## config.mk

```make
export PLATFORM = sky130hd
export DESIGN_NAME = mem_arbiter_flat
export DESIGN_NICKNAME = d
export VERILOG_FILES = /design/src/rtl/mem_arbiter_if.sv /design/src/rtl/mem_arbiter.sv /design/src/flat_wrapper.sv
export SDC_FILE = /design/constraint.sdc
export NUM_CORES = 1
export LEC_CHECK = 0
export ABC_AREA = 1
export CAP_MARGIN = 30
export CELL_PAD_IN_SITES_DETAIL_PLACEMENT = 1
export CELL_PAD_IN_SITES_GLOBAL_PLACEMENT = 2
export CORE_MARGIN = 3
export CORE_UTILIZATION = 19
export DETAILED_ROUTE_END_ITERATION = 8
export GPL_TIMING_DRIVEN = 0
export PLACE_DENSITY_LB_ADDON = 0.1
export SLEW_MARGIN = 0
export SYNTH_ARGS = -nofsm -noshare
export SYNTH_HDL_FRONTEND = slang
export SYNTH_SLANG_ARGS = --single-unit
```

## constraint.sdc

```tcl
create_clock -name clk -period 2.1 [get_ports clk]
set_input_delay 0.42 -clock clk [delete_from_list [all_inputs] [get_ports clk]]
set_output_delay 0.42 -clock clk [all_outputs]
set_load 0.1 [all_outputs]
```

## src/rtl/mem_arbiter_if.sv

```systemverilog
// Bundle of cache-miss request, memory access and completion signals around mem_arbiter.
// The arbiter takes the slave view; caches plus main memory together take the master view.
interface mem_arbiter_if;
   logic        i_req;
   logic [15:0] i_addr;
   logic        d_req;
   logic        d_wr;
   logic [15:0] d_addr;
   logic [15:0] d_wdata;
   logic [15:0] mem_rdata;
   logic        mem_en;
   logic        mem_wr;
   logic [15:0] mem_addr;
   logic [15:0] mem_wdata;
   logic        i_done;
   logic        d_done;
   logic [15:0] rdata;
   logic        stall_if;
   logic        stall_mem;

   modport slave (
      input  i_req, i_addr, d_req, d_wr, d_addr, d_wdata, mem_rdata,
      output mem_en, mem_wr, mem_addr, mem_wdata, i_done, d_done, rdata, stall_if, stall_mem
   );

   modport master (
      output i_req, i_addr, d_req, d_wr, d_addr, d_wdata, mem_rdata,
      input  mem_en, mem_wr, mem_addr, mem_wdata, i_done, d_done, rdata, stall_if, stall_mem
   );
endinterface

```

## src/rtl/mem_arbiter.sv

```systemverilog
// Arbitrates instruction- and data-cache misses onto one fixed-latency memory port.
// Define ARB_ROUND_ROBIN_EN to break IDLE ties against the last owner instead of always favouring data.
module mem_arbiter #(
   parameter int unsigned MEM_LAT = 4
) (
   input logic          clk,
   input logic          rst,
   mem_arbiter_if.slave bus
);

   typedef enum logic [1:0] {IDLE, I_BUSY, D_BUSY} state_t;

   localparam logic [3:0] CNT_LOAD = 4'(MEM_LAT - 1);

   state_t      state;
   state_t      state_nxt;
   logic [3:0]  cnt;
   logic        done;
   logic        grant;
   logic        d_wins;
   logic        mem_en_q;
   logic        mem_wr_q;
   logic [15:0] mem_addr_q;
   logic [15:0] mem_wdata_q;

   // The counter holds during the strobe cycle, so done lands MEM_LAT cycles after mem_en.
   assign done  = (state != IDLE) && (cnt == 4'd0);
   assign grant = (state_nxt != IDLE) && ((state == IDLE) || done);

`ifdef ARB_ROUND_ROBIN_EN
   logic last_d;

   always_ff @(posedge clk or negedge rst) begin
      if (!rst) begin
         last_d <= 1'b1;
      end else if (grant) begin
         last_d <= (state_nxt == D_BUSY);
      end
   end

   always_comb begin
      d_wins = bus.d_req;
      if (bus.d_req && bus.i_req) begin
         d_wins = !last_d;
      end
   end
`else
   always_comb begin
      d_wins = bus.d_req;
   end
`endif

   // NOTE: clocked state uses <= so every register samples pre-edge values regardless of block order.
   always_ff @(posedge clk or negedge rst) begin
      if (!rst) begin
         state <= IDLE;
      end else begin
         state <= state_nxt;
      end
   end

   // NOTE: a default assignment ahead of the case keeps every path driven, so no latch is inferred.
   always_comb begin
      state_nxt = state;
      case (state)
         IDLE: begin
            if (d_wins) begin
               state_nxt = D_BUSY;
            end else if (bus.i_req) begin
               state_nxt = I_BUSY;
            end
         end
         // On completion only the other requester may be granted; the owner's req is ignored.
         I_BUSY: begin
            if (done) begin
               state_nxt = bus.d_req ? D_BUSY : IDLE;
            end
         end
         D_BUSY: begin
            if (done) begin
               state_nxt = bus.i_req ? I_BUSY : IDLE;
            end
         end
         default: state_nxt = IDLE;
      endcase
   end

   always_ff @(posedge clk or negedge rst) begin
      if (!rst) begin
         cnt         <= 4'd0;
         mem_en_q    <= 1'b0;
         mem_wr_q    <= 1'b0;
         mem_addr_q  <= 16'h0000;
         mem_wdata_q <= 16'h0000;
      end else begin
         mem_en_q <= grant;
         if (grant) begin
            cnt <= CNT_LOAD;
            if (state_nxt == D_BUSY) begin
               mem_addr_q  <= bus.d_addr;
               mem_wr_q    <= bus.d_wr;
               mem_wdata_q <= bus.d_wdata;
            end else begin
               mem_addr_q  <= bus.i_addr;
               mem_wr_q    <= 1'b0;
               mem_wdata_q <= 16'h0000;
            end
         end else if ((state != IDLE) && !mem_en_q && (cnt != 4'd0)) begin
            cnt <= cnt - 4'd1;
         end
      end
   end

   always_comb begin
      bus.mem_en    = mem_en_q;
      bus.mem_wr    = mem_wr_q;
      bus.mem_addr  = mem_addr_q;
      bus.mem_wdata = mem_wdata_q;
      bus.i_done    = done && (state == I_BUSY);
      bus.d_done    = done && (state == D_BUSY);
      bus.rdata     = bus.mem_rdata;
      bus.stall_if  = bus.i_req && !(done && (state == I_BUSY));
      bus.stall_mem = bus.d_req && !(done && (state == D_BUSY));
   end

endmodule

```

## src/flat_wrapper.sv

```systemverilog
// flat-port wrapper written by rule: the top's interface ports become plain ports
module mem_arbiter_flat 
#(
   parameter int unsigned MEM_LAT = 4
)
  (clk, rst, bus_i_req, bus_i_addr, bus_d_req, bus_d_wr, bus_d_addr, bus_d_wdata, bus_mem_rdata, bus_mem_en, bus_mem_wr, bus_mem_addr, bus_mem_wdata, bus_i_done, bus_d_done, bus_rdata, bus_stall_if, bus_stall_mem);
  mem_arbiter_if bus_i ();
  input logic clk;
  input logic rst;
  input wire logic [$bits(bus_i.i_req)-1:0] bus_i_req;
  input wire logic [$bits(bus_i.i_addr)-1:0] bus_i_addr;
  input wire logic [$bits(bus_i.d_req)-1:0] bus_d_req;
  input wire logic [$bits(bus_i.d_wr)-1:0] bus_d_wr;
  input wire logic [$bits(bus_i.d_addr)-1:0] bus_d_addr;
  input wire logic [$bits(bus_i.d_wdata)-1:0] bus_d_wdata;
  input wire logic [$bits(bus_i.mem_rdata)-1:0] bus_mem_rdata;
  output wire logic [$bits(bus_i.mem_en)-1:0] bus_mem_en;
  output wire logic [$bits(bus_i.mem_wr)-1:0] bus_mem_wr;
  output wire logic [$bits(bus_i.mem_addr)-1:0] bus_mem_addr;
  output wire logic [$bits(bus_i.mem_wdata)-1:0] bus_mem_wdata;
  output wire logic [$bits(bus_i.i_done)-1:0] bus_i_done;
  output wire logic [$bits(bus_i.d_done)-1:0] bus_d_done;
  output wire logic [$bits(bus_i.rdata)-1:0] bus_rdata;
  output wire logic [$bits(bus_i.stall_if)-1:0] bus_stall_if;
  output wire logic [$bits(bus_i.stall_mem)-1:0] bus_stall_mem;
  assign bus_i.i_req = bus_i_req;
  assign bus_i.i_addr = bus_i_addr;
  assign bus_i.d_req = bus_d_req;
  assign bus_i.d_wr = bus_d_wr;
  assign bus_i.d_addr = bus_d_addr;
  assign bus_i.d_wdata = bus_d_wdata;
  assign bus_i.mem_rdata = bus_mem_rdata;
  assign bus_mem_en = bus_i.mem_en;
  assign bus_mem_wr = bus_i.mem_wr;
  assign bus_mem_addr = bus_i.mem_addr;
  assign bus_mem_wdata = bus_i.mem_wdata;
  assign bus_i_done = bus_i.i_done;
  assign bus_d_done = bus_i.d_done;
  assign bus_rdata = bus_i.rdata;
  assign bus_stall_if = bus_i.stall_if;
  assign bus_stall_mem = bus_i.stall_mem;
  mem_arbiter #(.MEM_LAT(MEM_LAT)) u_core (.clk(clk), .rst(rst), .bus(bus_i));
endmodule
```

# Word-level counts from Yosys, hierarchy flattened
# Index checks and enable logic that the tools add are counted.
# word_totals
ff_bits,40
input_bits,69
output_inout_bits,54
elab_cells,40
# op_classes
n_addsub,1
n_eq_ne,3
mux,12
reduce_logical,18
# ops
op,count
$mux 16,2
$mux 2,5
$logic_and 1x1->1,8
$mux 4,2
$pmux 2 s3,1
$reduce_bool 2->1,3
$eq 2x2->1 const B,2
$logic_not 4->1,1
$reduce_bool 4->1,1
$sub 4x1->4 const B,1
$logic_not 1->1,3
$eq 2x1->1 const B,1
$logic_not 2->1,1
$mux 1,2
$logic_or 1x1->1,1

# Logic depth before layout (Yosys ltp)
# depth
depth_word,7
mapped_depth,10
depth_no_buf,9

# Worst setup path after synthesis
# No wires, ideal clock.
# synth_path
path_type,reg2out
start,register u_core.cnt[0]
end,output bus_stall_if
arrival_ns,4.139
required_time_ns,1.680
path_slack_ns,-2.459
path_stages_with_launch,6
path_buffers,0
path_cell_list,dfrtp_1 inv_1 ha_1 nand2_2 nor3_1 nor2_1
# synth_via
elab_chain_cells,5
# synth_rtl
element,line,rtl
from (decl),mem_arbiter.sv:17,logic [3:0] cnt;
from (signal assigned),mem_arbiter.sv:109,cnt <= cnt - 4'd1;
$logic_not 4->1,mem_arbiter.sv:27,assign done = (state != IDLE) && (cnt == 4'd0);
$logic_and 1x1->1,mem_arbiter.sv:27,
$logic_and 1x1->1,-,
via bus_i_done,flat_wrapper.sv:21,output wire logic [$bits(bus_i.i_done)-1:0] bus_i_done;
$logic_not 1->1,mem_arbiter.sv:122,bus.stall_if = bus.i_req && !(done && (state == I_BUSY));
$logic_and 1x1->1,mem_arbiter.sv:122,
to (decl),flat_wrapper.sv:24,output wire logic [$bits(bus_i.stall_if)-1:0] bus_stall_if;
# The timed path passes the listed nets, and every way through them passes these cells.

# Final worst setup path
# layout_path
start,input bus_mem_rdata[9]
end,output bus_rdata[9]
# layout_rtl
element,line,rtl
from (decl),flat_wrapper.sv:16,input wire logic [$bits(bus_i.mem_rdata)-1:0] bus_mem_rdata;
to (decl),flat_wrapper.sv:23,output wire logic [$bits(bus_i.rdata)-1:0] bus_rdata;
# No word-level cell between the ends.

==> impl_metrics.csv <==
group,metric,value,unit
floorplanning,die_w,111.1,um
yosys,synth_area,2097,um2
worst_setup_path,crit_path_end_kind,"output pin",
power,switching_share,61.08,%
yosys,ys_ff_latch,40,
yosys,synth_warnings,0,
worst_setup_path,crit_path_start,"bus_mem_rdata[9]",
grt,grt_start_max_net_pins,22,
worst_setup_path,cp.required,1680,ps
power,p_seq_share,21.0,%
run,max_cap_violations,0,
worst_setup_path,crit_chain,"buf_4 -> clkdlybuf4s50_1",
route,wl_per_cell,13.65,um
sta,fmax,491.3,MHz
power,p_per_area,1734,nW/um2
cells_and_area,instances_no_fill,520,
cells_and_area,stdcell_area,3561,um2
placement,placedCellCount,507,
yosys,synth_common_cells,"112 x nand2_1, 40 x dfrtp_1, 37 x nand3_1",
yosys,synth_ff_type,"dfrtp_1",
yosys,synth_edf_count,0,
sta,layout_setup_ws,64.55,ps
placement,place_worst_setup_slack,-790.8,ps
sta,min_period,2035,ps
cells_and_area,num_antenna_cells,0,
placement,gp_congestion,0.7223,
yosys,synth-seq-area-share,47.73,%
yosys,yosysTopAreaCell,"dfrtp_1",
route,drcViolationCount,0,
sta,worst_pin_slew,987.6,ps
worst_setup_path,reg2reg_slack,450,ps
worst_setup_path,worstPathArrival,1620,ps
route,drtIter0Drc,52,
worst_setup_path,startpoint_type,"input port",
cells_and_area,nets,453,
worst_setup_path,reg2reg_depth,8,
worst_setup_path,critPathBufInv,2,
placement,io_buffers,106,
route,ant_nets,0,
yosys,synth.most_common_cell,"nand2_1",
yosys,syn_inst,264,
clock_tree,cts_num_sinks,40,
yosys,synthArstFlopShare,100.0,%
worst_setup_path,slowest_stage,"clkdlybuf4s50_1",
route,dr.pass1.iters,4,
floorplanning,start_util,19.95,%
floorplanning,core,10510,um2
grt,grt_overflow_total,0,
sta,rsz0062_at_grt,"no",
sta,worst_clock_skew,10.16,ps
floorplanning,die_y,111.1,um
route,totalWireLength,7098,um
sta,finalSetupViolCount,0,
sta,maxSlewHeadroom,34.42,%
worst_setup_path,crit_family,"buffers and inverters",
worst_setup_path,r2r_start,"u_core.state[1]",
grt,grt_pass1_wl,11790,um
clock_tree,clockBufferDepth,2,
grt,grt_usage,11.73,%
worst_setup_path,critical_path_class,"input port to output pin",
route,avgViaCountPerCell,4.225,
power,p_leak,1.836,nW
placement,place_hpwl,5424,um
sta,fin_crit_sh,96.93,%
cells_and_area,syn2layout_area_growth,69.81,%
clock_tree,clk_latency,300,ps
clock_tree,cts_buffers,5,
sta,whs,95.27,ps
floorplanning,rows,37,
yosys,synth.top_cell.area_share,47.73,%
power,p_comb_share,68.5,%
clock_tree,hold_buffers,0,
yosys,syn_nets,334,
status,status,"finished clean",
floorplanning,io_pins,123,
floorplanning,die-area,12330,um2
clock_tree,tritoncts,"yes",
worst_hold_path,hold_path_class,"input port to async pin",
cells_and_area,layout-drive-gt1-share,16.93,%
yosys,syn_avg_cell_area,7.943,um2
worst_setup_path,r2r_end,"u_core.bus.mem_addr[10]",
grt,antenna_found_initial,0,
worst_setup_path,path_max_fanout,1,
yosys,synth_cell_types,19,
worst_setup_path,cpPeakStageDelay,1120,ps
power,internal_power,2.403,mW
route,num_vias,2197,
sta,maxSlewViolCount,0,
clock_tree,cts-htree-levels,2,
worst_setup_path,crit_end,"bus_rdata[9]",
yosys,ys_top_cells_by_area,"dfrtp_1 48%, nand2_1 20%, nand3_1 8.8%",
power,vdd_drop_max,0.0008886,V
worst_setup_path,cp_num_cells,2,
placement,postPlaceCellArea,3412,um2
clock_tree,clk_pin_slew,90,ps
grt,grt_pass1_vias,2348,
clock_tree,root_buffer,"clkbuf_8",
power,p_clk_share,10.5,%
power,p_sw,3.771,mW
sta,hold_viol,0,
-- worst min-delay path by stage --
| stage | from | end | slack (ps) | cells past startpoint |
|---|---|---|---|---|
| 6_report | rst | u_core.bus.mem_addr[3] | 100 | 1 |
| 5_1_grt | rst | u_core.bus.mem_addr[3] | 130 | 1 |
| 2_1_floorplan | rst | u_core.bus.mem_addr[0] | 120 | 0 |
| 3_5_place_dp | rst | u_core.bus.mem_addr[3] | 450 | 1 |
| 4_1_cts | rst | u_core.bus.mem_addr[3] | 110 | 1 |
| 3_3_place_gp | u_core.bus.mem_wdata[13] | u_core.bus.mem_wdata[13] | 480 | 2 |
-- per-layer routing --
| layer | track usage (%) | wire length (um) | vias up |
|---|---|---|---|
| met5 | 0 | 0 | - |
| met4 | 2.676 | 53 | 0 |
| met3 | 3.221 | 475 | 5 |
| met2 | 19.62 | 3313 | 79 |
| met1 | 15.13 | 3256 | 1031 |
| li1 | - | - | 1082 |
-- timing repair --
action,CTS,global route
endpoints found under the hold margin,0,0
cloned,0,0
pin swaps,0,3
gates resized for setup,64,4
buffers inserted,1,4
endpoints found under the setup margin,38,4
-- layout by cell type, fill, tap and decap left out --
cell type        instances
nand3_1                 37
clkbuf_16                1
clkdlybuf4s50_1         67
nor2_2                   1
nor2_1                   2
inv_2                    4
buf_16                   1
nand3_4                  3
nand4_1                 17
nand2_1                112
inv_1                    7
clkbuf_8                 5
dfrtp_1                 40
nand2_4                  4
ha_4                     1
nor3_1                   1
buf_6                    3
bufinv_16                1
buf_4                   23
buf_12                   2
dlygate4sd2_1           34
clkinvlp_4               1
o21ai_0                  2
clkinv_2                 1
nor3_4                   1
buf_2                    9
nor2_4                   4
-- cells by family (layout without fill, tap and decap cells) --
logic type	Yosys count	count (layout)	share of synthesized area, %
compound gates	2	2	0.4773
flops	40	40	47.73
buf+inv	39	159	11.22
simple gates	182	182	39.98
fa+ha+maj	1	1	0.5966
-- power by group through the flow --
stage / Sequential [mW] / Clock [mW] / Combinational [mW]
floorplan: 3.21 / 0 / 1.38
global placement: 1.32 / 0 / 4.37
detailed placement: 1.32 / 0 / 4.41
CTS: 1.30 / 0.679 / 4.27
global route: 1.34 / 0.712 / 4.55
finish: 1.29 / 0.650 / 4.23
-- layout make-up --
type	instances	area, um2
Clock buffer	5	68.82
Clock inverter	3	42.54
Timing Repair Buffer	112	1097
Multi-Input combinational cell	185	924.6
Inverter	11	41.29
Sequential cell	40	1001
Buffer	28	215.2
Fill cell	1243	6948
Tap cell	136	170.2
-- sequential cells by signal (all words and copies together) (netlist names) --
name / flops
u_core.bus.mem_addr: 16
u_core.bus.mem_en: 1
u_core.state: 2
u_core.cnt: 4
u_core.bus.mem_wr: 1
u_core.bus.mem_wdata: 16
-- per-stage QoR --
step	setup TNS, ps	total power [mW]	utilization, %
finish	0	6.174	33.89
global route	0	6.603	33.89
CTS	0	6.250	33.43
detailed placement	-2526	5.734	32.47
global placement	-29120	5.692	32.25
floorplan	-322.4	4.590	-
Power figures use the tool's default switching activity.
